### src/rtl/ppu_vram_arb_pkg.sv
// ppu_vram_arb_pkg: shared state encoding, owner IDs and VRAM bus widths for the VRAM arbiter
package ppu_vram_arb_pkg;
  localparam int AW = 14;
  localparam int DW = 8;
  typedef enum logic [1:0] {IDLE, ACC, WAIT} state_t;
  typedef enum logic [1:0] {OWN_BG = 2'd0, OWN_SPR = 2'd1, OWN_RI = 2'd2} owner_t;
endpackage

### src/rtl/ppu_vram_arb_rdpipe.sv
// ppu_vram_arb_rdpipe: RD_LAT-deep {valid, owner} line producing rd_d capture enable and per-owner rd_vld strobes
module ppu_vram_arb_rdpipe
  import ppu_vram_arb_pkg::*;
#(
  parameter int RD_LAT = 1
) (
  input  logic       clk_in,
  input  logic       rst_n_in,
  input  logic       push_in,
  input  owner_t     own_in,
  output logic       cap_out,
  output logic [2:0] vld_out
);
  logic [RD_LAT-1:0] v;
  owner_t o [RD_LAT];
  assign cap_out = v[RD_LAT-1];
  // shift the read tag along with the VRAM latency; the owner strobe fires with the captured data
  always_ff @(posedge clk_in or negedge rst_n_in)
    if (!rst_n_in) begin
      v <= '0;
      for (int i = 0; i < RD_LAT; i++) o[i] <= OWN_BG;
      vld_out <= 3'b000;
    end else begin
      v[0] <= push_in;
      o[0] <= own_in;
      for (int i = 1; i < RD_LAT; i++) begin
        v[i] <= v[i-1];
        o[i] <= o[i-1];
      end
      vld_out <= cap_out ? 3'b001 << o[RD_LAT-1] : 3'b000;
    end
endmodule

### src/rtl/ppu_vram_arb.sv
// ppu_vram_arb: single-port VRAM arbiter for BG/sprite/RI fetches; define PPU_VRAM_ARB_STATS_EN to add conflict_cnt_out
module ppu_vram_arb
  import ppu_vram_arb_pkg::*;
#(
  parameter int RD_LAT      = 1,
  parameter int RI_MAX_WAIT = 8
) (
  input  logic          clk_in,
  input  logic          rst_n_in,
  input  logic          render_in,
  input  logic          bg_req_in,
  input  logic [AW-1:0] bg_a_in,
  output logic          bg_gnt_out,
  output logic          bg_rd_vld_out,
  input  logic          spr_req_in,
  input  logic [AW-1:0] spr_a_in,
  output logic          spr_gnt_out,
  output logic          spr_rd_vld_out,
  input  logic          ri_req_in,
  input  logic          ri_wr_in,
  input  logic [AW-1:0] ri_a_in,
  input  logic [DW-1:0] ri_d_in,
  output logic          ri_gnt_out,
  output logic          ri_rd_vld_out,
  output logic [DW-1:0] rd_d_out,
  output logic [AW-1:0] vram_a_out,
  output logic [DW-1:0] vram_d_out,
  output logic          vram_wr_out,
  input  logic [DW-1:0] vram_d_in,
  output logic          busy_out
`ifdef PPU_VRAM_ARB_STATS_EN
  ,
  output logic [15:0]   conflict_cnt_out
`endif
);
  localparam logic [7:0] MAX_W = 8'(RI_MAX_WAIT);
  state_t state, nxt;
  owner_t win;
  logic [2:0] req, gnt, rd_vld;
  logic [7:0] ri_cnt;
  logic [AW-1:0] win_a;
  logic sel_ok, go, win_wr, cap;
  assign {ri_gnt_out, spr_gnt_out, bg_gnt_out} = gnt;
  assign {ri_rd_vld_out, spr_rd_vld_out, bg_rd_vld_out} = rd_vld;
  assign busy_out = state != IDLE;
  // priority select and next state; the owner in its ACC cycle still shows a stale req, so it is masked
  always_comb begin
    req = {ri_req_in, spr_req_in, bg_req_in} & ~gnt;
    sel_ok = state == IDLE || (state == ACC && vram_wr_out) || (state == WAIT && |rd_vld);
    go = sel_ok && |req;
    win = (req[2] && (!render_in || ri_cnt == MAX_W)) ? OWN_RI : req[0] ? OWN_BG : req[1] ? OWN_SPR : OWN_RI;
    win_wr = win == OWN_RI && ri_wr_in;
    win_a = win == OWN_BG ? bg_a_in : win == OWN_SPR ? spr_a_in : ri_a_in;
    nxt = go ? ACC : ((state == ACC && !vram_wr_out) || (state == WAIT && !(|rd_vld))) ? WAIT : IDLE;
  end
  // state, grant strobes and registered VRAM bus / read data
  always_ff @(posedge clk_in or negedge rst_n_in)
    if (!rst_n_in) begin
      state <= IDLE;
      gnt <= 3'b000;
      vram_a_out <= '0;
      vram_d_out <= '0;
      vram_wr_out <= 1'b0;
      rd_d_out <= '0;
    end else begin
      state <= nxt;
      gnt <= go ? 3'b001 << win : 3'b000;
      vram_wr_out <= go && win_wr;
      if (go) vram_a_out <= win_a;
      if (go && win_wr) vram_d_out <= ri_d_in;
      if (cap) rd_d_out <= vram_d_in;
    end
  // RI starvation counter: counts pending cycles, saturates, clears when RI is granted
  always_ff @(posedge clk_in or negedge rst_n_in)
    if (!rst_n_in) ri_cnt <= 8'd0;
    else ri_cnt <= ri_gnt_out ? 8'd0 : (ri_req_in && ri_cnt != MAX_W) ? ri_cnt + 8'd1 : ri_cnt;
  ppu_vram_arb_rdpipe #(.RD_LAT(RD_LAT)) u_rdpipe (
    .clk_in   (clk_in),
    .rst_n_in (rst_n_in),
    .push_in  (go && !win_wr),
    .own_in   (win),
    .cap_out  (cap),
    .vld_out  (rd_vld)
  );
`ifdef PPU_VRAM_ARB_STATS_EN
  // cycles in which some requester is pending without being granted
  always_ff @(posedge clk_in or negedge rst_n_in)
    if (!rst_n_in) conflict_cnt_out <= 16'd0;
    else if (|req && conflict_cnt_out != 16'hffff) conflict_cnt_out <= conflict_cnt_out + 16'd1;
`endif
endmodule

### config.mk
export PLATFORM = sky130hd
export DESIGN_NAME = ppu_vram_arb
export DESIGN_NICKNAME = d
export VERILOG_FILES = /design/src/rtl/ppu_vram_arb_pkg.sv /design/src/rtl/ppu_vram_arb_rdpipe.sv /design/src/rtl/ppu_vram_arb.sv
export SDC_FILE = /design/constraint.sdc
export NUM_CORES = 1
export LEC_CHECK = 0
export ABC_AREA = 0
export BUFFER_PORTS_ARGS = -buffer_cell sky130_fd_sc_hd__buf_2
export CAP_MARGIN = 10
export CORE_AREA = 3 3 64 96
export CTS_CLUSTER_DIAMETER = 150
export DETAILED_ROUTE_END_ITERATION = 7
export DIE_AREA = 0 0 67 99
export PLACE_DENSITY = 0.78
export SKIP_CTS_REPAIR_TIMING = 1
export SYNTH_ARGS = -nofsm -noshare
export SYNTH_HDL_FRONTEND = slang
export SYNTH_SLANG_ARGS = --single-unit
### constraint.sdc
create_clock -name clk_in -period 2.53 [get_ports clk_in]
set_input_delay 0.1265 -clock clk_in [delete_from_list [all_inputs] [get_ports clk_in]]
set_output_delay 0.1265 -clock clk_in [all_outputs]
set_load 0.1 [all_outputs]
==> metrics.cfg <==
[route]
dr.first_iter.drc_count=157
wl_met1_um=2540
dr.pass1.iters=4
wl_met2_um=3330
wl_met3_um=428
vias=2340
ant_nets=0
vias_per_cell=5.56
highest_layer=met4
finalWirelength_um=6440
routedWlPerCell_um=15.3
remaining_drc_errors=0

[logic_synthesis]
yosysWarnings=0
syn-cell-area_sq_mm=0.00257
ys_ff_latch=50
syn_nets=317
synth_edf_count=0
yosysSeqAreaShare_pct=48.6
synthCells=250
ys_types=38
avgSynthCellArea_sq_um=10.3
synth_area_leaders=dfrtp_1, nand3_1, mux2_4
yosysTopAreaCellShare_pct=48.6
async_flop_share_pct=100
yosysTopAreaCell=dfrtp_1
synthFlopType=dfrtp_1

[grt]
grt_pass1_vias=2146
grt_antenna_before_repair=0
grt_overflow=0
grt_pass1_wl_um=9680
grt_max_degree=28
grt_usage_pct=19.0

[place]
globalplace.congestion=0.893
placed_cell_area_sq_mm=0.00314
dpl.hpwl_um=4840
port_buffers=102

[clocking]
cts_max_level=2
path_clk_slew_ns=0.09
numCtsBuffers=5
cts.path.max_buffers=2
cts_tree=built
root_buffer=clkbuf_8
insertion_delay_ns=0.31
cts.sinks=50

[timing]
drv_slew=0
timing.fmax_mhz=439
post-route-period-util_pct=90.0
min_period_ns=2.28
relSlewSlack_pct=21.7
worst_slew_pin_slew_ns=1.17
totalNegativeSetupSlack_ns=0
hold_viol_final=0
finalSetupViolCount=0
grt_setup_unrepaired=no
finClkSkew_ns=0.00817

[cells_and_area]
n_fill_cell=502
multi_input_area_sq_mm=0.00123
antenna_cells=0
fin_area_sq_mm=0.00324
syn2layout_area_growth_pct=26.1
final_cell_mix=buf_2, dfrtp_1, nand3_1
seq_area_sq_mm=0.00125
nNetsFinal=417
final_common_cell=buf_2
utilization_pct=59.5
drive_gt1_share_pct=40.2

[hold_path]
hold_class=in -> reg

[floorplanning]
die_x_um=67
die_area_sq_mm=0.00663
die_height_um=99
ios=103
start_util_pct=47.2
core_sq_mm=0.00545
rows=33

[critical_path]
required_ns=2.75
cp_max_fo=14
worst_setup_path_end_kind=flop
crit_type=reg -> reg
cp.arrival_ns=2.50
crit_path_start_kind=flop

[run_status]
outcome=complete, no violations

[run]
cap_violations=0

[flip-flops by register name (all words and copies together) (netlist names)]
| name | cells |
|---|---|
| ri_cnt | 8 |
| u_rdpipe.cap_out | 1 |
| u_rdpipe.vld_out | 3 |
| vram_a_out | 14 |
| vram_d_out | 8 |
| state | 2 |
| vram_wr_out | 1 |
| gnt | 3 |
| rd_d_out | 8 |
| u_rdpipe.o | 2 |
[metrics by stage]
stage / cells / hold WS, ns / setup WS [ns]
6_report: 421 / 0.0426 / 0.252
5_1_grt: 421 / 0.0367 / 0.0220
4_1_cts: 420 / -0.200 / 0.252
3_5_place_dp: 412 / 0.137 / 0.275
3_3_place_gp: 412 / 0.132 / 0.387
2_1_floorplan: 250 / -0.169 / 0.127
[cells in the mapped netlist (4+ instances only)]
cell,n
a21oi_1,6
a22oi_1,14
and3_1,18
buf_2,5
clkbuf_1,10
dfrtp_1,50
inv_1,4
mux2_2,9
mux2_4,8
nand2_1,21
nand3_1,43
nor2_1,7
nor3_1,4
o211ai_1,15
[kinds of logic after synthesis]
family	share of synthesized area [%]
XOR/XNOR	1.36
buffers and inverters	3.65
AND/OR/NAND/NOR	24.1
adder cells (fa/ha/maj)	0.973
flip-flops	48.6
multiplexers	8.61
AO/OA/AOI/OAI	12.7
[worst paths after layout]
check / startpoint / end / slack (ns) / depth (start not counted)
worst max-delay path: ri_cnt[0]$_DFFE_PN0P_ / vram_a_out[3]$_DFFE_PN0P_ / 0.25 / 7
max in group asynchronous: rst_n_in / ri_cnt[3]$_DFFE_PN0P_ / 1.49 / 3
worst min register to register: u_rdpipe.o[1]$_DFF_PN0_ / u_rdpipe.vld_out[0]$_DFF_PN0_ / 0.46 / 1
worst max register to register: ri_cnt[0]$_DFFE_PN0P_ / vram_a_out[3]$_DFFE_PN0P_ / 0.25 / 7
min in group asynchronous: rst_n_in / ri_cnt[6]$_DFFE_PN0P_ / 0.31 / 2
worst min-delay path: ri_d_in[1] / vram_d_out[1]$_DFFE_PN0P_ / 0.04 / 2
[routing by layer]
layer,global-route usage (%),up-vias
li1,-,1111
met1,21.8,1119
met2,33.1,98
met3,2.74,12
met4,9.84,0
met5,0,-
[final cells by class]
| cell class | instances | share of cell area, % |
|---|---|---|
| Timing Repair Buffer | 110 | 17.7 |
| Inverter | 4 | 0.463 |
| Tap cell | 70 | 2.70 |
| Sequential cell | 50 | 38.6 |
| Clock inverter | 3 | 0.656 |
| Multi-Input combinational cell | 179 | 37.8 |
| Clock buffer | 5 | 2.12 |
[worst max-delay path, stage by stage (launching register included)]
cell,delay [ns]
dfrtp_1,0.38
inv_1,0.07
ha_1,0.20
nor4b_4,0.14
and3_1,0.19
o22ai_1,0.90
nand3_1,0.16
o211ai_1,0.15
Power is left out: the tool's default activity adds up to more than one toggle a clock period on the data nets, which glitch-free logic cannot reach.
